[config.mk]
export PLATFORM = sky130hd
export DESIGN_NAME = lif_integrate_fire
export DESIGN_NICKNAME = d
export VERILOG_FILES = /design/src/rtl/lif_pkg.sv /design/src/rtl/lif_leak_calc.sv /design/src/rtl/lif_integrate_fire.sv
export SDC_FILE = /design/constraint.sdc
export NUM_CORES = 1
export LEC_CHECK = 0
export ABC_AREA = 1
export CORE_ASPECT_RATIO = 1.4
export CORE_MARGIN = 5
export CORE_UTILIZATION = 60
export CTS_CLUSTER_SIZE = 8
export DETAILED_ROUTE_END_ITERATION = 10
export PLACE_DENSITY = 0.8
export SLEW_MARGIN = 0
export SYNTH_ARGS = -nofsm -noshare
export SYNTH_HDL_FRONTEND = slang
export SYNTH_HIERARCHICAL = 1
export SYNTH_SLANG_ARGS = --single-unit
[constraint.sdc]
create_clock -name clk -period 6.5 [get_ports clk]
set_clock_uncertainty 0.05 [all_clocks]
set_input_delay 1.3 -clock clk [delete_from_list [all_inputs] [get_ports clk]]
set_output_delay 1.3 -clock clk [all_outputs]
set_load 0.02 [all_outputs]
[src/rtl/lif_pkg.sv]
// Shared definitions for the LIF integrate-and-fire stage: FSM state type,
// default widths and a saturating-max helper.
package lif_pkg;

  typedef enum logic [1:0] {
    ST_IDLE,
    ST_LEAK,
    ST_UPDATE
  } state_t;

  localparam int unsigned DEFAULT_VMEM_W = 16;
  localparam int unsigned DEFAULT_SHIFT  = 4;

  function automatic logic [31:0] sat_max(input int unsigned width);
    if (width >= 32) return '1;
    return (32'd1 << width) - 32'd1;
  endfunction

endpackage

[src/rtl/lif_leak_calc.sv]
// Registered guaranteed-decay leak: (v >> SHIFT) + 1 for nonzero v, else 0.
module lif_leak_calc
  import lif_pkg::*;
#(
  parameter int unsigned VMEM_W = DEFAULT_VMEM_W,
  parameter int unsigned SHIFT  = DEFAULT_SHIFT
) (
  input  logic              clk,
  input  logic              rst_n,
  input  logic              en,
  input  logic [VMEM_W-1:0] v,
  output logic [VMEM_W-1:0] leak
);

  always_ff @(posedge clk) begin
    if (!rst_n) begin
      leak <= '0;
    end else if (en) begin
      leak <= (v != '0) ? (v >> SHIFT) + VMEM_W'(1) : '0;
    end
  end

endmodule

[src/rtl/lif_integrate_fire.sv]
// Time-multiplexed leak-integrate-fire stage for a bank of neurons.
// Optional spike counter enabled by defining LIF_SPIKE_COUNT_EN.
module lif_integrate_fire
  import lif_pkg::*;
#(
  parameter int unsigned VMEM_W        = DEFAULT_VMEM_W,
  parameter int unsigned NUM_NEURONS   = 8,
  parameter int unsigned IDX_W         = 3,
  parameter int unsigned SHIFT         = DEFAULT_SHIFT,
  parameter int unsigned THRESH        = 1000,
  parameter int unsigned REFRAC_EVENTS = 2
) (
  input  logic              clk,
  input  logic              rst_n,
  input  logic              clear_all,
  input  logic              in_valid,
  output logic              in_ready,
  input  logic [IDX_W-1:0]  in_idx,
  input  logic [VMEM_W-1:0] in_current,
  output logic              out_valid,
  output logic [IDX_W-1:0]  out_idx,
  output logic              out_spike,
  output logic [VMEM_W-1:0] out_vmem,
  output logic [15:0]       spike_count
);

  localparam int unsigned AW = (NUM_NEURONS > 1) ? $clog2(NUM_NEURONS) : 1;
  localparam int unsigned RW = (REFRAC_EVENTS > 0) ? $clog2(REFRAC_EVENTS + 1) : 1;
  localparam logic [31:0]       SAT32    = sat_max(VMEM_W);
  localparam logic [VMEM_W-1:0] VMAX     = SAT32[VMEM_W-1:0];
  localparam logic [VMEM_W-1:0] THR      = VMEM_W'(THRESH);
  localparam logic [IDX_W:0]    NN_V     = (IDX_W + 1)'(NUM_NEURONS);
  localparam logic [RW-1:0]     REFRAC_V = RW'(REFRAC_EVENTS);

  state_t state, state_nxt;

  logic [VMEM_W-1:0] vmem   [NUM_NEURONS];
  logic [RW-1:0]     refrac [NUM_NEURONS];

  logic [IDX_W-1:0]  idx_r;
  logic [VMEM_W-1:0] cur_r, v_r, leak_r;
  logic [VMEM_W:0]   sum_full;
  logic [VMEM_W-1:0] sum_sat;
  logic              fire, in_range;
  logic [AW-1:0]     slot_in, slot_r;

  assign slot_in  = in_idx[AW-1:0];
  assign slot_r   = idx_r[AW-1:0];
  assign in_range = {1'b0, in_idx} < NN_V;

  // Leak never exceeds v_r, so the subtraction cannot wrap; only the add can overflow.
  assign sum_full = {1'b0, v_r - leak_r} + {1'b0, cur_r};
  assign sum_sat  = sum_full[VMEM_W] ? VMAX : sum_full[VMEM_W-1:0];
  assign fire     = sum_sat >= THR;

  lif_leak_calc #(
    .VMEM_W(VMEM_W),
    .SHIFT (SHIFT)
  ) u_leak (
    .clk  (clk),
    .rst_n(rst_n),
    .en   (state == ST_LEAK),
    .v    (v_r),
    .leak (leak_r)
  );

  always_ff @(posedge clk) begin
    if (!rst_n) state <= ST_IDLE;
    else        state <= state_nxt;
  end

  always_comb begin
    state_nxt = state;
    in_ready  = (state == ST_IDLE);
    case (state)
      ST_IDLE:   if (in_valid && in_range) state_nxt = ST_LEAK;
      ST_LEAK:   state_nxt = ST_UPDATE;
      ST_UPDATE: state_nxt = ST_IDLE;
      default:   state_nxt = ST_IDLE;
    endcase
    if (clear_all) state_nxt = ST_IDLE;
  end

  always_ff @(posedge clk) begin
    if (!rst_n) begin
      for (int unsigned i = 0; i < NUM_NEURONS; i++) begin
        vmem[i]   <= '0;
        refrac[i] <= '0;
      end
      idx_r     <= '0;
      cur_r     <= '0;
      v_r       <= '0;
      out_valid <= 1'b0;
      out_idx   <= '0;
      out_spike <= 1'b0;
      out_vmem  <= '0;
    end else if (clear_all) begin
      for (int unsigned i = 0; i < NUM_NEURONS; i++) begin
        vmem[i]   <= '0;
        refrac[i] <= '0;
      end
      out_valid <= 1'b0;
    end else begin
      out_valid <= 1'b0;
      case (state)
        ST_IDLE: begin
          if (in_valid && in_range) begin
            idx_r <= in_idx;
            cur_r <= in_current;
            v_r   <= vmem[slot_in];
          end
        end
        ST_UPDATE: begin
          out_valid <= 1'b1;
          out_idx   <= idx_r;
          if (refrac[slot_r] != '0) begin
            vmem[slot_r]   <= '0;
            refrac[slot_r] <= refrac[slot_r] - RW'(1);
            out_spike      <= 1'b0;
            out_vmem       <= '0;
          end else if (fire) begin
            vmem[slot_r]   <= '0;
            refrac[slot_r] <= REFRAC_V;
            out_spike      <= 1'b1;
            out_vmem       <= '0;
          end else begin
            vmem[slot_r]   <= sum_sat;
            out_spike      <= 1'b0;
            out_vmem       <= sum_sat;
          end
        end
        default: ;
      endcase
    end
  end

`ifdef LIF_SPIKE_COUNT_EN
  always_ff @(posedge clk) begin
    if (!rst_n) begin
      spike_count <= '0;
    end else if (out_valid && out_spike && (spike_count != '1)) begin
      spike_count <= spike_count + 16'd1;
    end
  end
`else
  assign spike_count = '0;
`endif

endmodule

==> out/qor.yml <==
status: "completed"
cts_root_buf: "clkbuf_16"
antennaDiodeCount: 0
overflow: 0
ys_types: 50
arrival_ns: 5.50
whs_ns: 0.387
synth_commonest_cells: "nand2_1 (275), nor2_1 (247), edfxtp_1 (144)"
netlist_area_um2: 11300
power.leakage_nw: 5.48
layout-drive-gt1-share_pct: 6.71
fin_area_um2: 12800
end_kind: "flip-flop"
clkLatencyLatePin_ns: 0.54
yosysWarnings: 6
dieArea_um2: 21700
ant_nets: 0
ctsHoldBuffers: 0
synth_edf_count: 144
postSynthAreaPerCell_um2: 8.51
yosysTopAreaCell: "edfxtp_1"
cts_resized: 0
tritoncts: "yes"
dp_hpwl_um: 19200
drtPass1Iterations: 6
crit_type: "flip-flop to flip-flop"
netlist_top_cells_area: "edfxtp_1 (38%), dfxtp_1 (13%), nand2_1 (9.1%), nor2_1 (8.2%), inv_1 (4.5%)"
core_area_um2: 18500
rsz0062_at_grt: "no"
dpl_cell_area_um2: 12000
cts.clk_slew.worst_paths_ns: 0.05
cellPowerDensity_nw_per_um2: 285
hold_path_class: "flip-flop to flip-flop"
final-setup-viol-count: 0
multi_input_area_um2: 4810
cp.required_ns: 6.74
clock_sinks: 218
nets: 1468
routabilityCongestion: 0.961
wire_per_inst_um: 17.0
die_w_um: 126
vias: 9143
synthCells: 1326
vias_per_cell: 5.46
period_minus_slack_ns: 5.26
drv_cap: 0
drcViolationCount: 0
grt_pass1_vias: 9071
drtIter0Drc: 822
antenna_found_initial: 0
ys_ff_latch: 218
die_h_um: 172
worst_pin_slew_ns: 1.22
grt_max_degree: 66
clock.fmax_mhz: 190
cts_buffers: 31
critPathMaxFanout: 12
nFillCells: 1467
row_count: 59
async_reset_ff_share_pct: 0
start_util_pct: 60.9
startpoint_type: "flip-flop"
cts_setup_buffers: 0
port_buffers: 44
drv_slew: 0
yosysTopAreaCellShare_pct: 38.3
finalSetupTns_ns: 0
power_mw: 3.65
ios: 61
peakVddDrop_uv: 224
grt_use_total_pct: 26.3
wl_um: 28500
yosysMostFrequentCell: "nand2_1"
slew_headroom_pct: 18.1
cts_buffer_depth: 3
syn2layout_area_growth_pct: 13.7
grt_pass1_wl_um: 45700
hold_violations: 0
yosysSeqAreaShare_pct: 51.4
regArea_um2: 5810
synthFlopType: "edfxtp_1"
fin_crit_sh_pct: 80.9
h-tree-depth: 1
final timing paths:
path / from / end / slack (ns) / cells after the start
max: v_r[0]$_SDFFE_PN0P_ / refrac[4][0]$_SDFFCE_PN0P_ / 1.24 / 25
min reg2reg: out_vmem[12]$_SDFFE_PN0P_ / out_vmem[12]$_SDFFE_PN0P_ / 0.39 / 2
min: out_vmem[12]$_SDFFE_PN0P_ / out_vmem[12]$_SDFFE_PN0P_ / 0.39 / 2
max reg2reg: v_r[0]$_SDFFE_PN0P_ / refrac[4][0]$_SDFFCE_PN0P_ / 1.24 / 25
through the flow:
step | utilization (%) | worst slack, ns | instances
2_1_floorplan | - | 2.45 | 1391
3_3_place_gp | 64.5 | 1.52 | 1620
3_5_place_dp | 64.5 | 1.32 | 1620
4_1_cts | 69.2 | 1.29 | 1675
5_1_grt | 69.2 | 0.744 | 1675
6_report | 69.2 | 1.24 | 1675
registers in the layout, indices dropped and copies added, names as in the netlist, named ones only:
signal and flops:
out_valid 1, state 2, refrac 16, vmem 128
cur_r 16, out_vmem 16, out_idx 3, v_r 16
idx_r 3, out_spike 1, u_leak/leak 13
layer usage:
metal / wire length (um) / GRT usage [%] / vias up
met5: 0 / 0 / -
met2: 14600 / 47.9 / 406
met4: 1120 / 11.9 / 0
met1: 10700 / 30.7 / 4198
met3: 2040 / 3.86 / 93
li1: - / - / 4446
area by class of cell:
cell class	instances	area share, %
Clock buffer	53	6.69
Clock inverter	2	0.137
Inverter	141	4.12
Multi-Input combinational cell	964	37.5
Sequential cell	218	45.2
Tap cell	244	2.38
Timing Repair Buffer	53	3.92
where the power goes:
part	switching [mW]	internal [mW]	total [mW]
sequential	0.0341	1.54	1.58
clock	0.572	0.882	1.45
combinational	0.418	0.203	0.620
total	1.02	2.63	3.65
worst max-delay path: stages (launching register included):
cell and delay [ns]:
dfxtp_1 0.31, inv_1 0.07, ha_1 0.16, inv_1 0.06
fa_1 0.40, a21oi_1 0.16, o21bai_1 0.13, a21oi_1 0.23
o21ai_0 0.16, a21boi_0 0.29, o21ai_0 0.15, xor2_1 0.16
ha_1 0.36, nand2_1 0.09, nor2_1 0.17, nand2_1 0.08
nand2_1 0.11, inv_1 0.07, nand2_1 0.17, nor2_1 0.10
nor2_1 0.09, nand2_1 0.50, nand3_1 0.41, nand2_1 0.12
nand2_1 0.32, nor2_1 0.08
cell usage in the layout (no fill, tap or decap), types with 4 or more instances in the layout:
cell	count
edfxtp_1	144
clkbuf_16	31
ha_1	34
nand3_2	5
nor2_2	19
clkbuf_1	22
a21oi_1	43
dfxtp_1	74
clkdlybuf4s50_1	43
nand3_1	57
nand2_2	6
xnor2_1	4
inv_1	136
nand4_4	9
xor2_1	13
o21ai_0	97
buf_4	9
conb_1	67
nor2_1	246
nand2_1	275
nand4_1	9
o22ai_1	31
nor3_1	10
logic make-up after synthesis:
logic type / synth area share, %
XOR/XNOR: 1.32
flip-flops: 51.4
AO/OA/AOI/OAI: 9.36
multiplexers: 0.177
AND/OR/NAND/NOR: 25.4
adder cells (fa/ha/maj): 4.12
buffers and inverters: 8.09
other: 0.0666
Note: power is estimated with default switching activity, not from simulation.
